--- config.mk ---
export PLATFORM = sky130hd
export DESIGN_NAME = gray_bin_pipe
export DESIGN_NICKNAME = d
export VERILOG_FILES = /design/src/rtl/gray_bin_pipe.sv
export SDC_FILE = /design/constraint.sdc
export NUM_CORES = 1
export LEC_CHECK = 0
export ABC_AREA = 1
export CELL_PAD_IN_SITES_DETAIL_PLACEMENT = 1
export CELL_PAD_IN_SITES_GLOBAL_PLACEMENT = 2
export CORE_AREA = 3 3 78 135
export DETAILED_ROUTE_END_ITERATION = 16
export DIE_AREA = 0 0 81 138
export PLACE_DENSITY = 0.8
export SLEW_MARGIN = 20
export SYNTH_ARGS = -nofsm -noshare
export SYNTH_HDL_FRONTEND = slang
export SYNTH_SLANG_ARGS = --single-unit
--- constraint.sdc ---
create_clock -name clk -period 2.37 [get_ports clk]
set_clock_uncertainty 0.1 [all_clocks]
set_input_delay 0.711 -clock clk [delete_from_list [all_inputs] [get_ports clk]]
set_output_delay 0.711 -clock clk [all_outputs]
set_load 0.1 [all_outputs]
--- src/rtl/gray_bin_pipe.sv ---
// -----------------------------------------------------------------------------
// gray_bin_pipe
//
// Pipelined, bidirectional Gray <-> binary converter with valid/ready flow
// control. Each word carries its own mode bit, so words in the two directions
// can be mixed freely in one stream.
//
//   mode 0 : Gray -> binary. This is a prefix XOR running down from the MSB.
//            Stage s (0-based) resolves the next C = ceil(W/S) bits below the
//            bits already resolved, so each stage has a bounded XOR depth.
//   mode 1 : binary -> Gray (b ^ b>>1). This is done entirely in stage 0,
//            and the later stages pass the word through unchanged.
//
// Each stage keeps a single data word. In Gray->binary mode the bits above
// the resolved boundary already hold binary, and the bits below it still hold
// raw Gray. No separate copy of the Gray input is needed.
//
// Ports
//   clk        rising-edge clock
//   resetn     asynchronous active-low reset
//   flush      synchronous clear of every stage; blocks input that cycle
//   in_valid   / in_ready  / in_mode  / in_data   : input handshake + payload
//   out_valid  / out_ready / out_mode / out_data  : output handshake + payload
//   busy       any stage holds a valid word
// -----------------------------------------------------------------------------
module gray_bin_pipe #(
  parameter int DATA_WIDTH = 16,
  parameter int STAGES     = 4
) (
  input  logic                  clk,
  input  logic                  resetn,
  input  logic                  flush,
  input  logic                  in_valid,
  output logic                  in_ready,
  input  logic                  in_mode,
  input  logic [DATA_WIDTH-1:0] in_data,
  output logic                  out_valid,
  input  logic                  out_ready,
  output logic                  out_mode,
  output logic [DATA_WIDTH-1:0] out_data,
  output logic                  busy
);

  // Number of bits resolved per stage.
  localparam int C = (DATA_WIDTH + STAGES - 1) / STAGES;

  if (DATA_WIDTH < 1 || DATA_WIDTH > 64) begin : g_bad_width
    $error("gray_bin_pipe: DATA_WIDTH=%0d outside 1..64", DATA_WIDTH);
  end
  if (STAGES < 1 || STAGES > DATA_WIDTH) begin : g_bad_stages
    $error("gray_bin_pipe: STAGES=%0d outside 1..DATA_WIDTH", STAGES);
  end

  // Work done by stage s on the word it loads.
  // In Gray->binary mode, bit hi+1 is already binary (or hi is the MSB), so
  // walking downward gives bin[i] = gray[i] ^ bin[i+1] for i in [lo, hi].
  // If hi is below zero, the stage lies past bit 0 and passes the word through.
  function automatic logic [DATA_WIDTH-1:0] stage_conv(
    input int                    s,
    input logic                  mode,
    input logic [DATA_WIDTH-1:0] w
  );
    logic [DATA_WIDTH-1:0] r;
    int                    hi;
    int                    lo;
    r  = w;
    hi = DATA_WIDTH - 1 - s * C;
    lo = DATA_WIDTH - (s + 1) * C;
    if (lo < 0) lo = 0;
    if (mode) begin
      if (s == 0) r = w ^ (w >> 1);
    end else begin
      for (int i = DATA_WIDTH - 2; i >= 0; i--) begin
        if (i <= hi && i >= lo) r[i] = r[i] ^ r[i+1];
      end
    end
    return r;
  endfunction

  logic [STAGES-1:0]                 v_q, v_d;
  logic [STAGES-1:0]                 mode_q, mode_d;
  logic [STAGES-1:0][DATA_WIDTH-1:0] data_q, data_d;
  logic [STAGES-1:0]                 mv;      // stage s hands its word onward
  logic [STAGES-1:0]                 load;    // stage s may take a new word
  logic                              accept;

  // NOTE: every variable written here gets a default first, so that no path
  // leaves a value unassigned and no latch is inferred. Blocking assignments
  // are used because mv[s] reads the mv[s+1] value computed just above it.
  always_comb begin
    mv     = '0;
    load   = '0;
    v_d    = v_q;
    mode_d = mode_q;
    data_d = data_q;

    // Ready ripples back from the output, so a bubble anywhere in the
    // pipeline can be filled in the same cycle.
    mv[STAGES-1] = v_q[STAGES-1] & out_ready;
    for (int s = STAGES - 2; s >= 0; s--) begin
      mv[s] = v_q[s] & (~v_q[s+1] | mv[s+1]);
    end
    for (int s = 0; s < STAGES; s++) begin
      load[s] = ~v_q[s] | mv[s];
    end

    in_ready = load[0] & ~flush;
    accept   = in_valid & in_ready;

    if (load[0]) begin
      v_d[0] = accept;
      if (accept) begin
        mode_d[0] = in_mode;
        data_d[0] = stage_conv(0, in_mode, in_data);
      end
    end
    for (int s = 1; s < STAGES; s++) begin
      if (load[s]) begin
        v_d[s] = v_q[s-1];
        if (v_q[s-1]) begin
          mode_d[s] = mode_q[s-1];
          data_d[s] = stage_conv(s, mode_q[s-1], data_q[s-1]);
        end
      end
    end

    if (flush) v_d = '0;
  end

  // NOTE: the data and mode registers are reset together with the valid bits,
  // so that out_data and out_mode read as zero straight out of reset rather
  // than showing stale values.
  always_ff @(posedge clk or negedge resetn) begin
    if (!resetn) begin
      v_q    <= '0;
      mode_q <= '0;
      data_q <= '0;
    end else begin
      v_q    <= v_d;
      mode_q <= mode_d;
      data_q <= data_d;
    end
  end

  assign out_valid = v_q[STAGES-1];
  assign out_mode  = mode_q[STAGES-1];
  assign out_data  = data_q[STAGES-1];
  assign busy      = |v_q;

endmodule

# [Yosys cells after proc, flatten, opt, wreduce, memory -nomap -nowiden]
# Index checks and enable logic that the tools add are counted.
[word_totals] reg_bits=72 in_bits=22 elab_cells=96
[classes] mux=44 n_reduce_logical=9 bitwise_logic=31
[ops] operator="1-bit 2-to-1 mux" count=38
[ops] operator="4-bit 2-to-1 mux" count=4
[ops] operator="16-bit by 15-bit bitwise XOR with 16-bit output" count=1
[ops] operator="1-bit bitwise XOR" count=15
[ops] operator="12-bit 2-to-1 mux" count=1
[ops] operator="2-bit AND reduction" count=4
[ops] operator="2-bit nonzero test" count=4
[ops] operator="1-bit AND" count=6
[ops] operator="1-bit NOT" count=5
[ops] operator="1-bit OR" count=4
[ops] operator="4-bit OR reduction" count=1
[ops] operator="3-bit 2-to-1 mux" count=1

# [Depth between registers and ports, before layout]
[logic_depth] depth_word=18 mapped_depth=10 ltp_nobuf=9

# [Worst setup path before layout]
# Ideal clock, no wire load.
[synth_path] path_type="register to output" from="register v_q[3]" to="output busy" stages_incl_launch_ff=3 t_arrival_ns=1.856 path_slack_ns=-0.297 required_time_ns=1.559 cell_sequence="dfrtp_1 -> inv_2 -> nand4_1"
[synth_via] elab_chain_len=1
[synth_lines] element="start: declaration" line_no="80" text="logic [STAGES-1:0] v_q, v_d;"
[synth_lines] element="start signal: assignment" line_no="139" text="v_q <= v_d;"
[synth_lines] element="4-bit OR reduction" line_no="148" text="assign busy = |v_q;"
[synth_lines] element="end: declaration" line_no="41" text="output logic busy"
# Every way passes these cells.

# [Worst setup path after layout]
[layout_path] from="input flush" to="output in_ready"
[layout_via] elab_chain_len=2
[layout_lines] element="start: declaration" line_no="32" text="input logic flush,"
[layout_lines] element="1-bit NOT" line_no="107" text="in_ready = load[0] & ~flush;"
[layout_lines] element="1-bit AND" line_no="107"
[layout_lines] element="end: declaration" line_no="34" text="output logic in_ready,"
# Every way passes these cells.

==> results_tabular.tex <==
\begin{tabular}{lr}
\hline
Metric & Value \\
\hline
\multicolumn{2}{l}{\textbf{Run status}} \\
\quad Outcome & finished, final reports clean \\
\multicolumn{2}{l}{\textbf{Synthesis}} \\
\quad Avg Synthesized Cell Area & 8.80 µm² \\
\quad Most common cell in the synthesized netlist & sky130\_fd\_sc\_hd\_\_nand2\_1 \\
\quad Net count after synthesis & 410 \\
\quad Largest area contributor in the netlist & sky130\_fd\_sc\_hd\_\_dfrtp\_1 \\
\quad Synth Area in Adders & 0\% \\
\quad Combinational family with the most area after synthesis & simple AND/OR/NAND/NOR gates \\
\quad Mux contribution to synthesized area & 0\% \\
\quad Number of different library cells in the post-synthesis netlist & 28 \\
\quad Number of synthesized register bits & 72 \\
\quad Synthesized cell area & 3410 µm² \\
\quad Share of the synthesized area in the top cell type & 52.8\% \\
\quad Synth Area in Simple Gates & 20.4\% \\
\quad Synth async-reset ratio & 100\% \\
\quad Cells taking the most area after synthesis & sky130\_fd\_sc\_hd\_\_dfrtp\_1 53\%, sky130\_fd\_sc\_hd\_\_nand2\_1 13\%, sky130\_fd\_sc\_hd\_\_o21ai\_0 5.7\% \\
\quad Post-synthesis cell count & 388 \\
\quad Number of synthesized flops with an enable pin & 0 \\
\quad Number of warnings printed during yosys synthesis & 0 \\
\quad Commonest cells post-synth & 115 x sky130\_fd\_sc\_hd\_\_nand2\_1, 72 x sky130\_fd\_sc\_hd\_\_dfrtp\_1, 40 x sky130\_fd\_sc\_hd\_\_inv\_1 \\
\quad Xor and xnor fraction of the mapped netlist area & 4.62\% \\
\quad Synth Area in Compound Gates & 11.2\% \\
\quad Sequential area share after synthesis & 52.8\% \\
\quad Main synth FF type & sky130\_fd\_sc\_hd\_\_dfrtp\_1 \\
\multicolumn{2}{l}{\textbf{Clocking}} \\
\quad TritonCTS clock tree & done \\
\quad Clock buffer depth & 2 \\
\quad CTS Sinks & 72 \\
\quad Clk\_lat worst skew & 0.33 ns \\
\quad H-tree depth & 3 \\
\quad Clock transition at the registers of the reported paths & 0.05 ns \\
\quad Root buffer selected by CTS & sky130\_fd\_sc\_hd\_\_clkbuf\_16 \\
\quad Inserted Clock Buffers & 9 \\
\multicolumn{2}{l}{\textbf{Finish}} \\
\quad Antenna diode count & 0 \\
\quad Area Growth Syn to Fin & 24.1\% \\
\quad Final Core Density & 44.5\% \\
\quad Non-filler cells in the finished layout & 559 \\
\quad Combined area of the multi-input logic cells & 1240 µm² \\
\quad NumNets Final & 454 \\
\quad Count of fill cells added during filler insertion & 1145 \\
\quad Share of post-route cells with drive strength above 1 & 16.5\% \\
\quad Register area & 1810 µm² \\
\multicolumn{2}{l}{\textbf{Route}} \\
\quad Via Count & 2593 \\
\quad Routed Antenna Nets & 0 \\
\quad Final WL & 6810 µm \\
\quad Vias per inst & 4.64 \\
\quad Starting DRC count in detailed routing & 76 \\
\quad First drt pass iteration count & 4 \\
\quad DRC violations left & 0 \\
\quad Average detailed-routed wire length per instance & 12.2 µm \\
\multicolumn{2}{l}{\textbf{Floorplanning}} \\
\quad Effective utilization at floorplan & 35.8\% \\
\quad Boundary pin count & 42 \\
\quad Die area & 11200 µm² \\
\quad Core outline area & 9530 µm² \\
\quad Die Y & 138 µm \\
\quad DIE WIDTH & 81 µm \\
\quad Standard-cell row count & 47 \\
\multicolumn{2}{l}{\textbf{STA}} \\
\quad Final worst-path cycle share & 98.1\% \\
\quad Unrepaired setup endpoints after global routing & no \\
\quad Final count of negative-setup-slack endpoints & 0 \\
\quad Worst-margin pin slew & 0.561 ns \\
\quad Total negative setup slack & 0 ns \\
\quad Period minus WS final & 2.33 ns \\
\quad Normalized max-slew margin & 62.6\% \\
\quad Endpoints failing hold & 0 \\
\quad Post-layout worst setup margin & 0.0446 ns \\
\quad Max Slew Vio Count & 0 \\
\quad Maximum achievable frequency & 430 MHz \\
\multicolumn{2}{l}{\textbf{Placement}} \\
\quad DP HPWL & 5330 µm \\
\quad Routability congestion estimate from global placement & 0.802 \\
\quad Number of port buffers & 41 \\
\quad Number of instances in the placed design & 541 \\
\quad Dpl ws & -0.185 ns \\
\multicolumn{2}{l}{\textbf{Global route}} \\
\quad Largest net degree at the start of global routing & 34 \\
\quad Vias in the first global route & 2710 \\
\quad Global-route wire length before repair & 11900 µm \\
\quad Global router's overall resource usage & 13.6\% \\
\quad Initial antenna violation count & 0 \\
\quad Total grt overflow & 0 \\
\multicolumn{2}{l}{\textbf{Setup path}} \\
\quad Sort of element at the end of the critical path & primary output \\
\quad CP delay by family, top & buffers and inverters \\
\quad Worst path bufs/invs & 2 \\
\quad CP Data Arrival Time & 1.51 ns \\
\quad Data required time at the worst endpoint & 1.56 ns \\
\quad Kind of start point of the critical path & input pin \\
\quad Worst R2R Path Depth & 11 \\
\quad Classification of the worst setup path & in -> out \\
\quad Logic depth of the worst path, buffers included & 3 \\
\quad Internal reg-to-reg setup slack & 0.67 ns \\
\quad Critical-path cell with the highest stage delay & sky130\_fd\_sc\_hd\_\_clkdlybuf4s50\_1 \\
\quad Series of cell instances along the critical path & clkdlybuf4s50\_1 -> nor2\_4 -> buf\_12 \\
\quad Critical Path Max Stage Delay & 0.46 ns \\
\quad Critical path fanouts, max & 2 \\
\multicolumn{2}{l}{\textbf{Power and ir drop}} \\
\quad Total power per unit cell area & 1060 nW/µm² \\
\quad Maximum ir drop on the vdd rail & 0.534 mV \\
\quad Leakage power & 2.03 nW \\
\multicolumn{2}{l}{\textbf{Flow run}} \\
\quad Max-cap viol count & 0 \\
\multicolumn{2}{l}{\textbf{Min path}} \\
\quad Class of the tightest hold or removal check & in -> async \\
\hline
\end{tabular}
## through the flow
step	hold WS (ns)	power, mW	area, µm²
floorplan	0.315	2.98	3420
global placement	0.355	3.25	3950
detailed placement	0.364	3.30	3950
CTS	0.275	4.55	4240
global route	0.301	4.74	4240
finish	0.266	4.49	4240
## cell usage in the layout, fill, tap and decap left out, drive strengths merged
cell           instances
buf                   40
clkbuf                16
nor2                   9
nand2                119
xor2                  15
nand3                 27
inv                   44
o22ai                  1
a21oi                  6
o221ai                 2
o21ai                 58
dlygate4sd2            1
xnor2                  3
dfrtp                 72
o21a                   1
o211ai                 1
clkdlybuf4s50         19
nand4                  3
## final timing paths
kind                            from           end
setup / recovery               flush      in_ready
hold / removal                resetn  out_data[13]
setup reg to reg              v_q[3]    data_q[37]
hold reg to reg            mode_q[3]     mode_q[3]
max in group asynchronous     resetn   out_data[5]
min in group clk           mode_q[3]     mode_q[3]
## state kept, by name (all words and copies together), names as in the netlist
name,count
v_q,4
data_q,48
out_data,16
mode_q,4
## final cells by class
type | count | area share [%]
Inverter | 44 | 4.08
Clock buffer | 16 | 6.41
Sequential cell | 72 | 42.6
Multi-Input combinational cell | 245 | 29.2
Timing Repair Buffer | 60 | 14.1
Tap cell | 122 | 3.60
## worst register-to-register path, cell delays in order, from the launching register on
cell and delay, ns:
sky130_fd_sc_hd__dfrtp_4 0.50, sky130_fd_sc_hd__inv_4 0.07, sky130_fd_sc_hd__nor2_4 0.04, sky130_fd_sc_hd__buf_4 0.12
sky130_fd_sc_hd__buf_4 0.14, sky130_fd_sc_hd__nand2_1 0.08, sky130_fd_sc_hd__nand2_2 0.09, sky130_fd_sc_hd__inv_2 0.14
sky130_fd_sc_hd__nand2_2 0.09, sky130_fd_sc_hd__o22ai_1 0.11, sky130_fd_sc_hd__inv_1 0.05, sky130_fd_sc_hd__o21ai_0 0.07
## per-layer routing
metal | GRT usage, % | wire [µm] | vias to the layer above
met5 | 0 | 0 | -
met4 | 7.39 | 191 | 0
met3 | 2.93 | 230 | 11
met2 | 24.5 | 3760 | 36
met1 | 14.0 | 2630 | 1241
li1 | - | - | 1305
## repair_timing
action                                  4_1_cts  5_1_grt
resized for setup                             1        0
gates cloned                                  0        0
pin swaps                                     2        1
setup buffers                                 2        0
endpoints found under the setup margin        1        1
hold buffers                                  0        0
## report_power, final
part	switching, mW	internal, mW	total (mW)
registers	0.162	1.50	1.67
logic	1.15	0.439	1.59
clock network	0.462	0.767	1.23
total	1.77	2.71	4.49
## cells by family (layout without fill, tap and decap cells)
logic type,count (synthesis),count (layout)
simple gates,158,158
flops,72,72
buf+inv,71,120
compound gates,69,69
xor+xnor,18,18
Power figures use the tool's default switching activity.
